`config.mk`:
```
export PLATFORM = sky130hd
export DESIGN_NAME = program_loader
export DESIGN_NICKNAME = d
export VERILOG_FILES = /design/src/rtl/bat_loader_pkg.sv /design/src/rtl/loader_timeout.sv /design/src/rtl/program_loader.sv
export SDC_FILE = /design/constraint.sdc
export NUM_CORES = 1
export LEC_CHECK = 0
export ABC_AREA = 0
export BUFFER_PORTS_ARGS = -buffer_cell sky130_fd_sc_hd__buf_2
export CAP_MARGIN = 20
export CORE_MARGIN = 4
export CORE_UTILIZATION = 56
export DETAILED_ROUTE_END_ITERATION = 6
export GPL_TIMING_DRIVEN = 0
export PLACE_DENSITY = 0.79
export SKIP_CTS_REPAIR_TIMING = 1
export SYNTH_ARGS = -nofsm -noshare
export SYNTH_HDL_FRONTEND = slang
export SYNTH_SLANG_ARGS = --single-unit
```
`constraint.sdc`:
```
create_clock -name CLK -period 2.3 [get_ports CLK]
set_clock_uncertainty 0.2 [all_clocks]
set_input_delay 0.115 -clock CLK [delete_from_list [all_inputs] [get_ports CLK]]
set_output_delay 0.115 -clock CLK [all_outputs]
set_load 0.02 [all_outputs]
```
`src/rtl/bat_loader_pkg.sv`:
```
// Shared definitions for the bat_amateur boot loader: state codes, strobe
// polarities and stream framing constants.
package bat_loader_pkg;
  typedef logic [3:0] state_t;

  localparam state_t S_IDLE    = 4'd0;
  localparam state_t S_HDR_HI  = 4'd1;
  localparam state_t S_HDR_LO  = 4'd2;
  localparam state_t S_DATA_HI = 4'd3;
  localparam state_t S_DATA_LO = 4'd4;
  localparam state_t S_WRITE   = 4'd5;
  localparam state_t S_CHECK   = 4'd6;
  localparam state_t S_DONE    = 4'd7;
  localparam state_t S_ERR     = 4'd8;

  localparam logic RW_WRITE = 1'b1;
  localparam logic RW_IDLE  = 1'b0;
  localparam logic EN_ON    = 1'b1;
  localparam logic EN_OFF   = 1'b0;

  localparam int HDR_BYTES = 2;
  localparam int CSUM_W    = 8;

  function automatic logic is_rx_state(input state_t s);
    return s inside {S_HDR_HI, S_HDR_LO, S_DATA_HI, S_DATA_LO, S_CHECK};
  endfunction
endpackage

```
`src/rtl/loader_timeout.sv`:
```
// Idle-cycle watchdog for the loader byte stream; limit of 0 disables it.
module loader_timeout (
  input  logic        CLK,
  input  logic        RST,
  input  logic        clear,
  input  logic        en,
  input  logic [15:0] limit,
  output logic        expired
);
  logic [15:0] cnt;

  always_ff @(posedge CLK or negedge RST) begin
    if (!RST)       cnt <= 16'd0;
    else if (clear) cnt <= 16'd0;
    else if (en)    cnt <= cnt + 16'd1;
  end

  // Fires during the limit-th idle cycle so the owner's state lands in ERR on that edge.
  assign expired = en && (limit != 16'd0) && (cnt == limit - 16'd1);
endmodule

```
`src/rtl/program_loader.sv`:
```
// Boot loader: holds bat_amateur in HALT, streams a word-count header plus
// big-endian words into core RAM, then releases HALT. Optional trailing
// XOR checksum byte when LOADER_CHECKSUM_EN is defined.
module program_loader
  import bat_loader_pkg::*;
#(
  parameter logic [15:0] BASE_ADDR    = 16'h0000,
  parameter logic [15:0] IDLE_TIMEOUT = 16'd0
) (
  input  logic        CLK,
  input  logic        RST,
  input  logic        START,
  input  logic [7:0]  RX_DATA,
  input  logic        RX_VALID,
  output logic        RX_READY,
  output logic        HALT,
  output logic [15:0] ADDRESS,
  output logic        ADDR_OE,
  output logic [15:0] BUS_OUT,
  output logic        BUS_OE,
  output logic        EXT_RAM_RW,
  output logic        EXT_RAM_EN,
  output logic        BUSY,
  output logic        DONE,
  output logic        ERROR
);
`ifdef LOADER_CHECKSUM_EN
  localparam state_t S_END = S_CHECK;
  logic [CSUM_W-1:0] csum;
`else
  localparam state_t S_END = S_DONE;
`endif

  state_t      state, state_nx;
  logic [7:0]  hdr_hi;
  logic [15:0] rem;
  logic        accept, expired, to_clear;

  always_comb begin
    accept   = RX_VALID & RX_READY;
    state_nx = state;
    case (state)
      S_IDLE, S_DONE, S_ERR: if (START) state_nx = S_HDR_HI;
      S_HDR_HI:  if (accept) state_nx = S_HDR_LO;
      S_HDR_LO:  if (accept) state_nx = ({hdr_hi, RX_DATA} == 16'd0) ? S_END : S_DATA_HI;
      S_DATA_HI: if (accept) state_nx = S_DATA_LO;
      S_DATA_LO: if (accept) state_nx = S_WRITE;
      S_WRITE:   state_nx = (rem == 16'd1) ? S_END : S_DATA_HI;
`ifdef LOADER_CHECKSUM_EN
      S_CHECK:   if (accept) state_nx = (csum == RX_DATA) ? S_DONE : S_ERR;
`endif
      default:   state_nx = S_IDLE;
    endcase
    if (RX_READY && !accept && expired) state_nx = S_ERR;
    to_clear = accept | ((state_nx == S_HDR_HI) && (state != S_HDR_HI));
  end

  loader_timeout u_timeout (
    .CLK     (CLK),
    .RST     (RST),
    .clear   (to_clear),
    .en      (RX_READY),
    .limit   (IDLE_TIMEOUT),
    .expired (expired)
  );

  assign ADDR_OE = HALT;

  // Status and strobes are registered off the next state so no input reaches an output combinationally.
  always_ff @(posedge CLK or negedge RST) begin
    if (!RST) begin
      state      <= S_IDLE;
      RX_READY   <= 1'b0;
      HALT       <= 1'b1;
      ADDRESS    <= BASE_ADDR;
      BUS_OUT    <= 16'd0;
      BUS_OE     <= EN_OFF;
      EXT_RAM_RW <= RW_IDLE;
      EXT_RAM_EN <= EN_OFF;
      BUSY       <= 1'b0;
      DONE       <= 1'b0;
      ERROR      <= 1'b0;
      hdr_hi     <= 8'd0;
      rem        <= 16'd0;
`ifdef LOADER_CHECKSUM_EN
      csum       <= '0;
`endif
    end else begin
      state      <= state_nx;
      RX_READY   <= is_rx_state(state_nx);
      HALT       <= (state_nx != S_DONE);
      BUSY       <= !(state_nx inside {S_IDLE, S_DONE, S_ERR});
      DONE       <= (state_nx == S_DONE);
      ERROR      <= (state_nx == S_ERR);
      EXT_RAM_EN <= (state_nx == S_WRITE) ? EN_ON : EN_OFF;
      EXT_RAM_RW <= (state_nx == S_WRITE) ? RW_WRITE : RW_IDLE;
      BUS_OE     <= (state_nx == S_WRITE) ? EN_ON : EN_OFF;
      case (state)
        S_IDLE, S_DONE, S_ERR: if (START) ADDRESS <= BASE_ADDR;
        S_HDR_HI:  if (accept) hdr_hi <= RX_DATA;
        S_HDR_LO:  if (accept) rem <= {hdr_hi, RX_DATA};
        S_DATA_HI: if (accept) BUS_OUT[15:8] <= RX_DATA;
        S_DATA_LO: if (accept) BUS_OUT[7:0] <= RX_DATA;
        S_WRITE: begin
          ADDRESS <= ADDRESS + 16'd1;
          rem     <= rem - 16'd1;
        end
        default: ;
      endcase
`ifdef LOADER_CHECKSUM_EN
      if ((state inside {S_IDLE, S_DONE, S_ERR}) && START) csum <= '0;
      else if (accept && state != S_CHECK)                 csum <= csum ^ RX_DATA;
`endif
    end
  end
endmodule
```
Yosys cells after proc, flatten, opt, wreduce, memory -nomap -nowiden
Cells that the tools add are included.
{ "word_totals": {"inputBits": 12, "regBits": 66, "elab_cells": 61} }
{ "classes": {"addsub": 2, "mux": 13, "n_bitwise": 1, "n_reduce_logical": 14, "eq_ne": 19} }
{ "op_table": {"columns": ["operator", "count"], "rows": [
  ["$pmux W16 S2", 2],
  ["$mux W16", 2],
  ["$eq A4 B3 Y1 const B", 7],
  ["$pmux W4 S6", 1],
  ["$mux W4", 5],
  ["$add A16 B1 Y16 const B", 1],
  ["$eq A16 B1 Y1 const B", 1],
  ["$eq A4 B2 Y1 const B", 4],
  ["$logic_not A16 Y1", 1],
  ["$sub A16 B1 Y16 const B", 1],
  ["$reduce_and A2 Y1", 5],
  ["$eq A4 B1 Y1 const B", 2],
  ["$eq A4 B4 Y1 const B", 2],
  ["$logic_not A4 Y1", 2],
  ["$mux W3", 2],
  ["$reduce_bool A5 Y1", 1],
  ["$ne A2 B2 Y1 const B", 2],
  ["$ne A4 B3 Y1 const B", 1],
  ["$reduce_bool A2 Y1", 2],
  ["$reduce_bool A3 Y1", 1],
  ["$reduce_or A3 Y1", 1],
  ["$and A1 B1 Y1", 1],
  ["$logic_not A1 Y1", 1],
  ["$mux W1", 1]
]} }

Longest topological paths before layout
{ "depth": {"word_depth": 7, "mapped_depth": 8} }

Hierarchy
A second synthesis with hierarchy kept.
{ "hier_totals": {"hier_cells": 476, "area_unflattened_um2": 4654.5} }
{ "modules_own_cells": {"columns": ["mod", "cells_per_inst", "area_per_inst_um2", "n_inst"], "rows": [
  ["program_loader", 316, 3306.9, 1],
  ["loader_timeout", 160, 1347.5, 1]
]} }

Worst setup path before layout
No wires, ideal clock.
{ "synth_timing": {"kind": "reg-to-reg", "from": "register RX_READY", "to": "register BUS_OUT[10]", "arrival_time_ns": 1.669, "required_time_ns": 1.975, "synth_period_minus_slack_ns": 1.994, "stages_incl_launch_ff": 4, "setup_time_ns": 0.125, "setup_slack_ns": 0.306, "path_cell_list": "dfrtp_1 -> or4bb_1 -> nor2_2 -> mux2_2"} }
{ "synth_via": {"elab_chain_len": 2} }
{ "synth_rtl": {"columns": ["item", "line", "source"], "rows": [
  ["start, declared", "program_loader.sv:15", "output logic RX_READY,"],
  ["start signal, assigned", "program_loader.sv:90", "RX_READY <= is_rx_state(state_nx);"],
  ["$and A1 B1 Y1", "program_loader.sv:40", "accept = RX_VALID & RX_READY;"],
  ["$reduce_and A2 Y1 (no source line)", null, null],
  ["end signal, assigned", "program_loader.sv:76", "BUS_OUT <= 16'd0;"],
  ["end signal, assigned", "program_loader.sv:102", "S_DATA_HI: if (accept) BUS_OUT[15:8] <= RX_DATA;"],
  ["end, declared", "program_loader.sv:19", "output logic [15:0] BUS_OUT,"]
]} }
No other way between the ends.
A chain may end at the register's enable or synchronous reset.

Worst setup path in the final report
{ "layout_timing": {"from": "register rem[8]", "to": "register RX_READY"} }
{ "layout_via": {"elab_chain_len": 5, "elab_cells_between_ends": 9, "cone_classes": "eq/ne (6); mux (2); reduce/logical (1)"} }
{ "layout_rtl": {"columns": ["item", "line", "source"], "rows": [
  ["start, declared", "program_loader.sv:36", "logic [15:0] rem;"],
  ["start signal, assigned", "program_loader.sv:101", "S_HDR_LO: if (accept) rem <= {hdr_hi, RX_DATA};"],
  ["start signal, assigned", "program_loader.sv:106", "rem <= rem - 16'd1;"],
  ["$eq A16 B1 Y1 (*)", "program_loader.sv:48", "S_WRITE: state_nx = (rem == 16'd1) ? S_END : S_DATA_HI;"],
  ["$mux W3 (*)", "program_loader.sv:48", null],
  ["$pmux W4 S6 (*)", "program_loader.sv:42", "case (state)"],
  ["$eq A4 B1 Y1 (tied with other cells)", "bat_loader_pkg.sv:25", "return s inside {S_HDR_HI, S_HDR_LO, S_DATA_HI, S_DATA_LO, S_CHECK};"],
  ["$reduce_bool A5 Y1 (*)", "bat_loader_pkg.sv:25", null]
]} }
Mark *: on every way between the ends. The rest lies on a longest branch, timed or not.

==> flow_summary.json <==
{
  "status": "completed",
  "path_cells": "or4_4 -> nor4_2 -> a32o_2 -> o21ai_1 -> a21boi_1",
  "fin_util_pct": 69.58,
  "crit_slowest_cell": "or4_4",
  "layout_min_cycle_time_ns": 2.184,
  "yosysWarnings": 0,
  "rows": 27,
  "port_buffers": 52,
  "synth.ff_latch_count": 66,
  "crit_fanout": 6,
  "worstHoldStart": "RX_VALID",
  "critPathLaunchType": "flop",
  "syn_nets": 314,
  "grt_usage_pct": 20.94,
  "power.leakage_nw": 1.790,
  "rsz0062_at_grt": "no",
  "clk_pin_slew_ns": 0.07,
  "r2r_start": "rem[8]",
  "antenna_found_initial": 0,
  "die_h_um": 83.13,
  "drc_errors": 0,
  "coreArea_um2": 5507,
  "dpl.hpwl_um": 4722,
  "syn_inst": 299,
  "crit_path_end_kind": "flop",
  "crit_path_start": "rem[8]",
  "maxCapViolCount": 0,
  "drtIter0Drc": 238,
  "ys_top_cells_by_area": "dfrtp_1 51%, mux2_2 8.6%, nand2_1 4.3%",
  "cts_tree": "built",
  "max_freq_mhz": 457.8,
  "slew_viol_final": 0,
  "total_power_mw": 4.732,
  "place_area_um2": 3513,
  "synth_area_um2": 3161,
  "totalWireLength_um": 6901,
  "yosys.area.top_type": "dfrtp_1",
  "async_flop_share_pct": 100.0,
  "worst_slew_pin_slew_ns": 0.8132,
  "cp_data_arrival_time_ns": 2.20,
  "pre_cts_ws_ns": 0.1461,
  "synth-edff-count": 0,
  "slew_headroom_pct": 45.79,
  "final_cell_mix": "65 x dfrtp_1, 56 x buf_2, 36 x nand2_1, 24 x mux2_2, 20 x o21ai_0",
  "final_common_cell": "dfrtp_1",
  "die_width_um": 83.13,
  "worstSetupPathType": "flop to flop",
  "diodes": 0,
  "placed_cells": 423,
  "clock-sinks": 66,
  "finalSetupViolations": 0,
  "final_nets": 387,
  "setup-tns-final_ns": 0,
  "hold_path.class": "input pin to flop",
  "wl_per_cell_um": 15.37,
  "finalCritPeriodShare_pct": 94.97,
  "powerDensity_nw_per_um2": 1235,
  "ios": 53,
  "yosysTopAreaCellShare_pct": 51.46,
  "synth_ff_type": "dfrtp_1",
  "crit_required_ns": 2.32,
  "setup_ws_ns": 0.1158,
  "detail-route-antenna-nets": 0,
  "grt_overflow": 0,
  "drive_above_1_share_pct": 29.97,
  "final_area_um2": 3831,
  "grt_pass1_vias": 2440,
  "die_area_um2": 6910,
  "clockBufferDepth": 2,
  "hold_slack_ns": 0.09907,
  "start_util_pct": 57.40,
  "hold_viol_final": 0,
  "drt_pass1_iterations": 4,
  "synth_area_per_cell_um2": 10.57,
  "synth_seq_area_share_pct": 52.30,
  "cts_made_buffers": 9,
  "clk-insertion-delay-late_ns": 0.35,
  "irDropWorstVdd_v": 0.0008303,
  "gp_congestion": 0.8052,
  "via_per_inst": 5.751,
  "cts-root-buf": "clkbuf_8",
  "fin_cells": 449,
  "grt_max_degree": 67,
  "areaGrowthSynthToFinish_pct": 21.22,
  "grt_pass1_wl_um": 11760,
  "h-tree-depth": 3,
  "cp_slowest_stage_delay_ns": 0.58,
  "via_count": 2582,
  "ys_types": 58
}
Yosys cell counts, drive strengths merged (8+ instances only):
cell	instances
nor2	20
buf	8
mux2	24
nor3	11
o21ai	22
a21oi	10
nand3	10
dfrtp	65
inv	9
nand2	36
power by group:
group / internal, mW / total, mW / switching (mW)
clock: 0.607 / 1.07 / 0.459
sequential: 1.60 / 1.96 / 0.367
combinational: 0.726 / 1.70 / 0.977
total: 2.93 / 4.73 / 1.80
worst paths after layout:
path                          endpoint  slack (ns)  depth (start not counted)
max                           RX_READY        0.12                          5
min                           state[0]         0.1                          3
max reg2reg                   RX_READY        0.12                          5
min reg2reg                ADDRESS[15]        0.27                          1
max in group asynchronous    hdr_hi[2]        1.17                          2
min in group asynchronous      rem[11]        0.21                          2
area by class of cell:
type                       instances  area (µm²)
inverter                           9       33.78
fill                             400        1675
clock buffer                       9       123.9
timing repair buffer              62       362.8
clock inverter                     7       93.84
buffer                            11       58.81
multi-input combinational        213        1415
sequential                        66        1653
tap                               72       90.09
flip-flops by register name (all words and copies together) (netlist names):
name        count
DONE            1
ERROR           1
hdr_hi          8
rem            16
ADDR_OE         1
state           4
RX_READY        1
BUS_OUT        16
ADDRESS        16
EXT_RAM_EN      1
BUSY            1
kinds of logic (layout without fill, tap and decap cells):
kind of cell / after synthesis / after routing / share of synthesized area (%)
buf+inv: 20 / 98 / 2.929
mux: 30 / 30 / 10.45
simple gates: 117 / 117 / 20.19
fa+ha+maj: 3 / 3 / 1.188
compound gates: 63 / 63 / 12.95
flops: 66 / 66 / 52.30
layer usage:
metal / track usage (%) / wire (µm)
met5: 0 / 0
met4: 7.578 / 108
met3: 4.563 / 364
met2: 32.73 / 3277
met1: 28.86 / 3149
worst max-delay path: cells and delay by family (launching register included):
kind,cells,cell delay [ns]
flip-flops,1,0.45
AO/OA/AOI/OAI,3,0.49
AND/OR/NAND/NOR,2,0.91
No activity file was read; power rests on OpenSTA's default activity.
